===== src/rtl/slc3_pkg.sv =====
// Shared types and constants for the SLC-3 memory controller.
package slc3_pkg;

  localparam int          WORD_W  = 16;
  localparam logic [15:0] IO_ADDR = 16'hFFFF;

  typedef enum logic [2:0] {
    IDLE,
    RD_ACC,
    RD_DONE,
    WR_SETUP,
    WR_ACC,
    WR_DONE
  } mem_state_t;

endpackage


===== src/rtl/mem_wait_cnt.sv =====
// Loadable 4-bit down-counter timing the SRAM strobe width; zero_o flags the last cycle.
module mem_wait_cnt (
  input  logic       Clk,
  input  logic       Reset,
  input  logic       load_i,
  input  logic       en_i,
  input  logic [3:0] load_val_i,
  output logic       zero_o
);

  logic [3:0] cnt_q;

  always_ff @(posedge Clk or negedge Reset) begin
    if (!Reset)                    cnt_q <= 4'd0;
    else if (load_i)               cnt_q <= load_val_i;
    else if (en_i && cnt_q != '0)  cnt_q <= cnt_q - 4'd1;
  end

  assign zero_o = (cnt_q == 4'd0);

endmodule


===== src/rtl/mem_ctrl.sv =====
// Multi-cycle SRAM access controller with done handshake.
// Optional MEM_IO_MAP_EN maps 0xFFFF to switches (read) and hex register (write).
module mem_ctrl
  import slc3_pkg::*;
#(
  parameter int WAIT_CYCLES = 2,
  parameter int ADDR_W      = 20
) (
  input  logic              Clk,
  input  logic              Reset,
  input  logic              req_rd,
  input  logic              req_wr,
  input  logic [15:0]       addr,
  input  logic [15:0]       wdata,
  output logic [15:0]       rdata,
  output logic              done,
  output logic              busy,
  input  logic [15:0]       sw,
  output logic [15:0]       hex_out,
  output logic [ADDR_W-1:0] sram_addr,
  output logic [15:0]       sram_dq_out,
  output logic              sram_dq_oe,
  input  logic [15:0]       sram_dq_in,
  output logic              sram_ce_n,
  output logic              sram_oe_n,
  output logic              sram_we_n,
  output logic              sram_ub_n,
  output logic              sram_lb_n
);

  localparam logic [3:0] CNT_LOAD = 4'(WAIT_CYCLES - 1);

  mem_state_t        state_q, state_d;
  logic [WORD_W-1:0] addr_q, wdata_q, rdata_q;
  logic              accept, rd_cap, cnt_load, cnt_en, cnt_zero, io_hit;

`ifdef MEM_IO_MAP_EN
  logic [WORD_W-1:0] hex_q;
  assign io_hit  = (addr_q == IO_ADDR);
  assign hex_out = hex_q;
`else
  logic unused_sw;
  assign unused_sw = ^sw;
  assign io_hit    = 1'b0;
  assign hex_out   = '0;
`endif

  mem_wait_cnt u_wait (
    .Clk       (Clk),
    .Reset     (Reset),
    .load_i    (cnt_load),
    .en_i      (cnt_en),
    .load_val_i(CNT_LOAD),
    .zero_o    (cnt_zero)
  );

  // Strobes decode straight from state so an async reset drops them at once.
  always_comb begin
    state_d    = state_q;
    accept     = 1'b0;
    rd_cap     = 1'b0;
    cnt_load   = 1'b0;
    cnt_en     = 1'b0;
    done       = 1'b0;
    busy       = (state_q != IDLE);
    sram_oe_n  = 1'b1;
    sram_we_n  = 1'b1;
    sram_dq_oe = 1'b0;
    case (state_q)
      IDLE: begin
        cnt_load = 1'b1;
        if (req_wr) begin
          accept  = 1'b1;
          state_d = WR_SETUP;
        end else if (req_rd) begin
          accept  = 1'b1;
          state_d = RD_ACC;
        end
      end
      RD_ACC: begin
        cnt_en    = 1'b1;
        sram_oe_n = io_hit;
        if (cnt_zero) begin
          rd_cap  = 1'b1;
          state_d = RD_DONE;
        end
      end
      RD_DONE: begin
        done    = 1'b1;
        state_d = IDLE;
      end
      WR_SETUP: begin
        cnt_load   = 1'b1;
        sram_dq_oe = !io_hit;
        state_d    = WR_ACC;
      end
      WR_ACC: begin
        cnt_en     = 1'b1;
        sram_dq_oe = !io_hit;
        sram_we_n  = io_hit;
        if (cnt_zero) state_d = WR_DONE;
      end
      WR_DONE: begin
        sram_dq_oe = !io_hit;
        done       = 1'b1;
        state_d    = IDLE;
      end
      default: state_d = IDLE;
    endcase
  end

  always_ff @(posedge Clk or negedge Reset) begin
    if (!Reset) begin
      state_q <= IDLE;
      addr_q  <= '0;
      wdata_q <= '0;
      rdata_q <= '0;
`ifdef MEM_IO_MAP_EN
      hex_q   <= '0;
`endif
    end else begin
      state_q <= state_d;
      if (accept) begin
        addr_q  <= addr;
        wdata_q <= wdata;
      end
`ifdef MEM_IO_MAP_EN
      if (rd_cap) rdata_q <= io_hit ? sw : sram_dq_in;
      if (state_q == WR_DONE && io_hit) hex_q <= wdata_q;
`else
      if (rd_cap) rdata_q <= sram_dq_in;
`endif
    end
  end

  assign rdata       = rdata_q;
  assign sram_addr   = ADDR_W'(addr_q);
  assign sram_dq_out = wdata_q;
  assign sram_ce_n   = 1'b0;
  assign sram_ub_n   = 1'b0;
  assign sram_lb_n   = 1'b0;

endmodule


===== config.mk =====
export PLATFORM = sky130hd
export DESIGN_NAME = mem_ctrl
export DESIGN_NICKNAME = d
export VERILOG_FILES = /design/src/rtl/slc3_pkg.sv /design/src/rtl/mem_wait_cnt.sv /design/src/rtl/mem_ctrl.sv
export SDC_FILE = /design/constraint.sdc
export NUM_CORES = 1
export LEC_CHECK = 0
export BUFFER_PORTS_ARGS = -buffer_cell sky130_fd_sc_hd__clkbuf_2
export CAP_MARGIN = 40
export CORE_ASPECT_RATIO = 1.2
export CORE_MARGIN = 2
export CORE_UTILIZATION = 48
export CTS_CLUSTER_SIZE = 24
export DETAILED_ROUTE_END_ITERATION = 6
export HOLD_SLACK_MARGIN = 0.06
export PLACE_DENSITY = 0.85
export SLEW_MARGIN = 20
export SYNTH_ARGS = -nofsm -noshare
export SYNTH_HDL_FRONTEND = slang
export SYNTH_SLANG_ARGS = --single-unit

===== constraint.sdc =====
create_clock -name Clk -period 2.74 [get_ports Clk]
set_input_delay 0.548 -clock Clk [delete_from_list [all_inputs] [get_ports Clk]]
set_output_delay 0.548 -clock Clk [all_outputs]
set_load 0.01 [all_outputs]

### After elaboration in Yosys (flattened, before gate mapping)

Index checks and enable logic that the tools add are counted.

| cells by class | value |
|---|---|
| add/subtract/negate cells | 1 |
| equality and inequality tests | 8 |
| multiplexer cells | 18 |
| reduce and logical (&&, ||, !) cells | 11 |

Operator list:

| kind | count |
|---|---|
| $mux 3 | 4 |
| $pmux 3 s4 | 1 |
| $mux 1 | 11 |
| $mux 4 | 2 |
| $eq 3x2->1 const B | 2 |
| $eq 3x3->1 const B | 2 |
| $reduce_or 2->1 | 3 |
| $logic_not 4->1 | 1 |
| $ne 2x2->1 const B | 2 |
| $reduce_bool 4->1 | 1 |
| $sub 4x1->4 const B | 1 |
| $eq 3x1->1 const B | 1 |
| $logic_not 3->1 | 1 |
| $ne 3x3->1 const B | 1 |
| $reduce_and 3->1 | 1 |
| $reduce_bool 3->1 | 1 |
| $reduce_or 3->1 | 1 |
| $reduce_bool 2->1 | 1 |
| $logic_and 1x1->1 | 1 |

| word-level totals | value |
|---|---|
| bits in registers | 55 |
| input port bits | 68 |
| output and inout bits | 76 |
| logic and storage cells | 43 |

### Longest topological paths before layout

Gate-level depths: netlist (run 1).

| logic depth | value |
|---|---|
| word-level depth | 6 |
| gate-level depth with buffers | 6 |
| depth with buffers taken out | 5 |

### Cells and area by module

From an unflattened synthesis (run 1), not the netlist that was laid out.

| unflattened totals | value |
|---|---|
| cell total of the unflattened synthesis | 181 |
| area, all modules | 2606.2 µm² |

Modules (own cells, without submodules):

| module | times used | cells each | area each (µm²) | sequential area each (µm²) |
|---|---|---|---|---|
| mem_ctrl | 1 | 154 | 2336.0 | 1276.2 |
| mem_wait_cnt | 1 | 27 | 270.3 | 100.1 |

### Least setup slack after synthesis (run 1)

OpenSTA, ideal clock, no wires.

| timing | value |
|---|---|
| path kind | reg2reg |
| start point | register u_wait.cnt_q[0] |
| end point | register rdata_q[14] (netlist: rdata[14]) |
| setup time | 0.125 ns |
| data arrival time | 1.529 ns |
| required time | 2.615 ns |
| setup slack | 1.086 ns |
| cell stages (with the launch flop) | 7 |
| buffers on the path | 1 |
| clock period less this slack | 1.654 ns |
| cell sequence | dfrtp_1 > inv_1 > ha_1 > nor3b_4 > nand2_4 > buf_6 > mux2_4 |

| between the ends | value |
|---|---|
| cells in the longest elaborated chain, start to end | 3 |

Ends and longest elaborated chain:

| item | line | text |
|---|---|---|
| from (decl) | mem_wait_cnt.sv:11 | `logic [3:0] cnt_q;` |
| from (signal assigned) | mem_wait_cnt.sv:15 | `else if (load_i) cnt_q <= load_val_i;` |
| from (signal assigned) | mem_wait_cnt.sv:16 | `else if (en_i && cnt_q != '0) cnt_q <= cnt_q - 4'd1;` |
| $logic_not 4->1 | mem_wait_cnt.sv:19 | `assign zero_o = (cnt_q == 4'd0);` |
| $mux 1 | mem_ctrl.sv:83 | `if (cnt_zero) begin` |
| $mux 1 | mem_ctrl.sv:69 | `case (state_q)` |
| to (signal assigned) | mem_ctrl.sv:131 | `if (rd_cap) rdata_q <= sram_dq_in;` |
| to (decl) | mem_ctrl.sv:34 | `logic [WORD_W-1:0] addr_q, wdata_q, rdata_q;` |

No other way between the ends.
A chain may end at the register's enable or synchronous reset.

### Worst setup path in the final report (run 1)

| timing | value |
|---|---|
| start point | register state_q[0] |
| end point | output sram_oe_n |

| between the ends | value |
|---|---|
| cells in the longest elaborated chain, start to end | 2 |

Ends and longest elaborated chain:

| item | line | text |
|---|---|---|
| from (decl) | mem_ctrl.sv:33 | `mem_state_t state_q, state_d;` |
| from (signal assigned) | mem_ctrl.sv:122 | `state_q <= state_d;` |
| $eq 3x1->1 | mem_ctrl.sv:69 |  |
| $mux 1 | mem_ctrl.sv:69 |  |
| to (decl) | mem_ctrl.sv:25 | `output logic sram_oe_n,` |

No other way between the ends.

==> summary.md, run 1 <==
| Metric | Value |
|---|---|
| Antenna violation net count after detailed routing | `0` |
| Core area | `around 0.0054 sq mm` |
| Clock transition at path regs | `100 ps` |
| RSZ-0062 raised after global routing | `false` |
| Die area | `0.00625 sq mm` |
| Hold Fails Final Rpt | `0` |
| GP Congestion | `between 0.7 and 0.8` |
| Pre-CTS setup slack | `671 ps` |
| IO Port Bufs | `about 100` |
| Mean post-synth cell area | `14.4 sq um` |
| Worst-case clock buffer depth | `2` |
| Ys flop type | `dfrtp_1` |
| Power per cell area | `roughly 1200 mW/mm^2` |
| Crit-path slowest cell | `dfrtp_1` |
| Largest stage delay, worst path | `about 620 ps` |
| Final worst clock skew | `about 5.9 ps` |
| CTS resizes | `0` |
| # IOs | `around 140` |
| Max-slew violation count | `0` |
| Part of the Yosys area used for sequential elements | `0.509` |
| Sequential group share of total power | `0.392` |
| Post-synth EDFFs | `0` |
| DR vias/cell | `5.02` |
| Crit path DAT | `about 1600 ps` |
| HPWL Detailed | `just under 4 mm` |
| Leakage | `between 1.5 and 2 nW` |
| Drt drc | `0` |
| Total grt overflow | `0` |
| 1st-pass router iterations | `4` |
| Buf/Inv on CP | `2` |
| Vias | `~1.8k` |
| Critical Path End Type | `primary output` |
| Initial Util | `0.503` |
| Net Switching | `between 0.001 and 0.0015 W` |
| Die Ht | `around 86 microns` |
| Post-route minimum period | `about 2100 ps` |
| Relative slew slack | `0.630` |
| Mapped Cells | `around 190` |
| Most frequent cell after synthesis | `dfrtp_1` |
| Largest net degree at the start of global routing | `36` |
| Antenna Cells | `0` |
| Clock buffer count from CTS | `5` |
| Synth area leader | `dfrtp_1` |
| Maximum clock rate | `~0.47 GHz` |
| Setup bufs post-CTS | `0` |
| Area grow syn2layout | `20.6%` |
| Final #Nets | `362` |
| DRT iter0 DRCs | `67` |
| YS warnings | `0` |
| Synth top area cells | `dfrtp_1 51%, mux2_4 18%, buf_4 6.7%` |
| Layout cells sized above 1 | `0.587` |
| Cell-internal power | `around 0.0025 W` |
| Synth async-reset ratio | `1.00` |
| Most common library cells after synthesis | `55 x dfrtp_1, 32 x mux2_4, 24 x buf_4` |
| Wirelength, routed | `5.18 mm` |
| Top delay family on crit path | `flip-flops` |
| Post-Syn Area | `between 0.002 and 0.003 sq mm` |
| Vias in the first global route | `between 1.5k and 2k` |
| Clk_lat worst skew | `~300 ps` |
| Number of synthesized register bits | `55` |
| Final Cycle Share | `0.773` |
| CP cell instances | `nor3b_2 -> inv_1 -> clkbuf_2` |
| Synth cell types | `between 40 and 50` |
| Fin Setup TNS | `0 ps` |
| Post-CTS Hold Buffers | `0` |
| Comb power frac | `0.491` |
| CTS tree | `yes` |
| Tot GR Track Use | `0.167` |
| CP Max Fanout | `15` |
| H-tree level count | `2` |
| Clock power frac | `0.118` |
| Worst Path Required | `2190 ps` |
| Status | `complete, no violations` |
| Slew @ Worst Pin | `between 500 and 600 ps` |
| Critical setup path kind | `register to primary output` |
| First-pass GRT wire length | `approximately 8.2 mm` |
| Clock sink total | `55` |
| Cell Rows | `29` |
| Setup violators final | `0` |
| Hold crit path type | `input port to asynchronous set/reset pin` |
| Worst Slack Setup Final | `roughly 620 ps` |
| Antenna violations before repair | `0` |
| Top cell type's share of synthesized area | `0.509` |
| VDD IR max | `474 uV` |
| WL/cell | `~15 microns` |
| Fillcell total | `424` |
| Number of max-cap violations | `0` |
| Switch share | `0.357` |
| Die Width | `approximately 72 microns` |
| Startpoint Class | `register` |
| CTS root buf | `clkbuf_8` |
==> flip-flops by register name, indices dropped and copies added (netlist names) <==
register / cells
sram_dq_out: 16
rdata: 16
u_wait.cnt_q: 4
addr_q: 16
state_q: 3
==> routing by layer <==
layer / global-route usage / share of wire / vias to the layer above
li1: - / - / 820
met1: 0.198 / 0.39 / 856
met2: 0.302 / 0.51 / 101
met3: 0.0395 / 0.085 / 6
met4: 0.0404 / 0.010 / 0
met5: 0 / 0 / -
==> worst reg2reg max path: stages, from the launching register on <==
cell and delay [ps]:
dfrtp_1 550, or3_4 470, nor2_8 400, buf_12 240, mux2_4 320
==> area by class of cell <==
type / count / area [sq um] / share of cell area
clock buffers: 5 / 68.8 / 0.0211
clock inverters: 3 / 22.5 / 0.00692
inverters: 4 / 15.0 / 0.00461
multi-input cells: 119 / 1130 / 0.347
flip-flops and latches: 55 / 1380 / 0.423
well taps: 62 / 77.6 / 0.0238
repair buffers: 107 / 568 / 0.174
==> final timing paths <==
path | start | to | cells past startpoint | slack, ps
setup / recovery | state_q[0]$_DFFE_PN0P_ | sram_oe_n | 3 | 620
hold / removal | Reset | sram_dq_out[9]$_DFFE_PN0P_ | 1 | 220
setup reg to reg | state_q[0]$_DFFE_PN0P_ | addr_q[5]$_DFFE_PN0P_ | 4 | 660
hold reg to reg | rdata[4]$_DFFE_PN0P_ | rdata[4]$_DFFE_PN0P_ | 1 | 510
max in group asynchronous | Reset | rdata[11]$_DFFE_PN0P_ | 2 | 1960
min in group Clk | sram_dq_in[7] | rdata[7]$_DFFE_PN0P_ | 2 | 470
==> cell usage in the layout (no fill, tap or decap), drive strengths merged, types with 2 or more instances in the layout <==
cell type,instances
mux2,48
buf,3
dfrtp,55
nor3b,3
inv,5
or3b,2
clkinv,2
a21oi,2
nand2b,6
ha,2
clkbuf,109
nand2,6
conb,23
nor3,2
or4,2
nor2,3
==> stage by stage <==
step                      instance area (sq um)  total power, W  hold slack [ps]  utilization  cells
after CTS                                  3260         0.00388              228        0.606    355
final                                      3260         0.00383              217        0.606    355
after global routing                       3260         0.00410              255        0.606    355
after detailed placement                   3170         0.00341              494        0.589    347
after floorplan                            2780         0.00286              252            -    209
after global placement                     3170         0.00333              490        0.589    347
==> cells by family (layout without fill, tap and decap cells) <==
logic type	count (synthesis)	count (layout)	share of synthesized area
AOI/OAI and AO/OA	14	14	0.0417
xor gates and xnor gates	1	1	0.00324
adders and majority gates	2	2	0.00926
buffers and inverters	35	119	0.103
DFF	55	55	0.509
muxes	49	49	0.248
other	1	23	0.00139
and+or+nand+nor	30	30	0.0834
==> power groups by stage <==
stage | registers (W) | clock network, W | logic [W]
2_1_floorplan | 0.00163 | 0 | 0.00123
3_3_place_gp | 0.00148 | 0 | 0.00186
3_5_place_dp | 0.00151 | 0 | 0.00189
4_1_cts | 0.00150 | 0.000470 | 0.00191
5_1_grt | 0.00155 | 0.000507 | 0.00204
6_report | 0.00150 | 0.000451 | 0.00188
Power figures use the tool's default switching activity.
==> run 2: changes to the inputs <==
- CORE_UTILIZATION: 48 -> 41
- PLACE_DENSITY: 0.85 -> 0.77
- clock period: 2.74 -> 1.7 ns (I/O delays scaled with it)
==> summary.md, run 2 (same netlist as run 1, synthesis figures left out) <==
| Metric | Value |
|---|---|
| Crit path DAT | `1380 ps (was 1570 ps)` |
| Antenna Cells | `0 (unchanged)` |
| Final worst clock skew | `7.30 ps (was 5.85 ps)` |
| Maximum clock rate | `about 0.58 GHz` |
| Post-route minimum period | `1720 ps` |
| Initial Util | `0.422 (was 0.503)` |
| Fin Setup TNS | `-18.2 ps (was 0 ps)` |
| Hold crit path type | `input port to register (was input port to asynchronous set/reset pin)` |
| RSZ-0062 raised after global routing | `true (was false)` |
| VDD IR max | `827 uV (was 474 uV)` |
| Area grow syn2layout | `31.5% (was 20.6%)` |
| Worst-case clock buffer depth | `2 (unchanged)` |
| Number of max-cap violations | `0 (unchanged)` |
| First-pass GRT wire length | `8.51 mm (was 8.20 mm)` |
| Most common cell after layout, fill and taps aside | `clkbuf_2 (unchanged)` |
| DRT iter0 DRCs | `17 (was 67)` |
| Power per cell area | `1890 mW/mm^2 (was 1180 mW/mm^2)` |
| Largest stage delay, worst path | `410 ps (was 620 ps)` |
| Critical setup path kind | `register to primary output (unchanged)` |
| Cell-internal power | `0.00437 W (was 0.00246 W)` |
| IO Port Bufs | `104 (unchanged)` |
| Switch share | `0.349 (was 0.357)` |
| Hold Fails Final Rpt | `0 (unchanged)` |
| Core area | `0.00641 sq mm (was 0.00537 sq mm)` |
| Most used cell, CP | `buf_6` |
| Most frequent cells in the layout | `101 x clkbuf_2, 55 x dfrtp_1, 34 x mux2_4 (was 104 x clkbuf_2, 55 x dfrtp_1, 32 x mux2_4)` |
| Sequential group share of total power | `0.350 (was 0.392)` |
| Wirelength, routed | `5.52 mm (was 5.18 mm)` |
| CTS root buf | `clkbuf_8 (unchanged)` |
| Design area | `0.00355 sq mm (was 0.00326 sq mm)` |
| Net Switching | `0.00234 W (was 0.00137 W)` |
| Clock power frac | `0.113 (was 0.118)` |
| Total grt overflow | `0 (unchanged)` |
| H-tree level count | `2 (unchanged)` |
| Die Width | `78.1 microns (was 72.5 microns)` |
| Worst Slack Setup Final | `-18.2 ps (was 623 ps)` |
| Clock transition at path regs | `100 ps (about the same)` |
| 1st-pass router iterations | `5 (was 4)` |
| CP cell instances | `buf_6 -> or3b_4 -> buf_6 (was nor3b_2 -> inv_1 -> clkbuf_2)` |
| Final core occ | `0.555 (was 0.606)` |
| Fillcell total | `549 (was 424)` |
| Failing checks | `setup timing` |
| GP Congestion | `0.842 (was 0.763)` |
| Cell Rows | `32 (was 29)` |
| Largest net degree at the start of global routing | `34 (was 36)` |
| Max-slew violation count | `0 (unchanged)` |
| Final Cycle Share | `1.01` |
| Non-filler cells in the finished layout | `405 (was 355)` |
| Die area | `0.00726 sq mm (was 0.00625 sq mm)` |
| WL/cell | `13.6 microns (was 14.6 microns)` |
| Die Ht | `92.9 microns (was 86.2 microns)` |
| Clk_lat worst skew | `300 ps (about the same)` |
| Drt drc | `0 (unchanged)` |
| Layout cells sized above 1 | `0.638 (was 0.587)` |
| Crit-path slowest cell | `dfrtp_1 (unchanged)` |
| Leakage | `1.84 nW (was 1.68 nW)` |
| # IOs | `144 (unchanged)` |
| Final #Nets | `389 (was 362)` |
| Comb power frac | `0.537 (was 0.491)` |
| Vias in the first global route | `1815 (was 1701)` |
| Placed cell areas | `0.00326 sq mm (was 0.00317 sq mm)` |
| Startpoint Class | `register (unchanged)` |
| Tot GR Track Use | `0.147 (was 0.167)` |
| Status | `finished, violations left (was complete, no violations)` |
| CP Max Fanout | `8 (was 15)` |
| DR vias/cell | `4.67 (was 5.02)` |
| Setup violators final | `1 (was 0)` |
| Vias | `1890 (was 1783)` |
| HPWL Detailed | `3.93 mm (was 3.94 mm)` |
| Pwr Total | `0.00672 W (was 0.00383 W)` |
| Worst Path Required | `1360 ps (was 2190 ps)` |
| Clock sink total | `55 (unchanged)` |
| Clock buffer count from CTS | `5 (unchanged)` |
| Antenna violation net count after detailed routing | `0 (unchanged)` |
| Antenna violations before repair | `0 (unchanged)` |
| Cells after DPL | `380 (was 347)` |
| Critical Path End Type | `primary output (unchanged)` |
| CTS tree | `yes (unchanged)` |
-- run 2: changes by cell type in the layout (fill, tap and decap cells not counted), moves of 2 or more --
cell | before | now
or3b_2 | 2 | 0
clkbuf_2 | 104 | 101
mux2_2 | 16 | 14
nand2b_4 | 0 | 2
buf_2 | 0 | 2
mux2_4 | 32 | 34
inv_1 | 4 | 1
nand2b_1 | 6 | 4
or3b_4 | 0 | 2
buf_6 | 0 | 5
inv_2 | 0 | 3
buf_4 | 1 | 24
-- run 2: power groups by stage --
stage / registers (W) / clock network (W) / logic, W
after floorplan: 0.00262 / 0 / 0.00198
after global placement: 0.00232 / 0 / 0.00318
after detailed placement: 0.00237 / 0 / 0.00323
after CTS: 0.00235 / 0.000776 / 0.00346
after global routing: 0.00244 / 0.000836 / 0.00386
final: 0.00235 / 0.000759 / 0.00360
-- run 2: what timing repair did --
item,CTS,global route
hold buffers,1,0
pin swaps,1,6
setup endpoints to repair,3,21
setup buffers,11,5
gates cloned,0,0
endpoints found under the hold margin,22,0
resized for setup,8,12
-- run 2: layout make-up --
class                           count  area [sq um]  share of cell area
Clock buffer                        6          82.6              0.0232
Clock inverter                      2          16.3             0.00458
Inverter                            4          15.0             0.00423
Multi-Input combinational cell    119          1170               0.331
Sequential cell                    55          1380               0.387
Tap cell                           85           106              0.0299
Timing Repair Buffer              134           782               0.220
-- run 2: critical path, delay by kind of cell (launching register included) --
kind                   cells  cell delay [ps]
buffers and inverters      2              270
flip-flops                 1              410
AND/OR/NAND/NOR            1              400
-- run 2: worst paths after layout --
path,startpoint,end,slack [ps],cells past startpoint
worst max-delay path,state_q[0]$_DFFE_PN0P_,sram_we_n,-20,3
worst min-delay path,wdata[10],sram_dq_out[10]$_DFFE_PN0P_,260,2
worst max register to register,state_q[1]$_DFFE_PN0P_,addr_q[11]$_DFFE_PN0P_,40,5
worst min register to register,rdata[7]$_DFFE_PN0P_,rdata[7]$_DFFE_PN0P_,510,1
max in group asynchronous,Reset,rdata[12]$_DFFE_PN0P_,800,3
min in group asynchronous,Reset,sram_dq_out[9]$_DFFE_PN0P_,550,3
-- run 2: routing by layer --
layer  wire [microns]  GRT usage
met1             2170      0.166
met2             3020      0.282
met3              306     0.0244
met4               19     0.0395
met5                0          0
-- run 2: through the flow --
step | hold WS (ps) | setup WS [ps]
2_1_floorplan | 44.4 | 45.6
3_3_place_gp | 352 | 82.7
3_5_place_dp | 350 | 35.9
4_1_cts | 253 | -30.6
5_1_grt | 249 | -69.6
6_report | 261 | -18.2
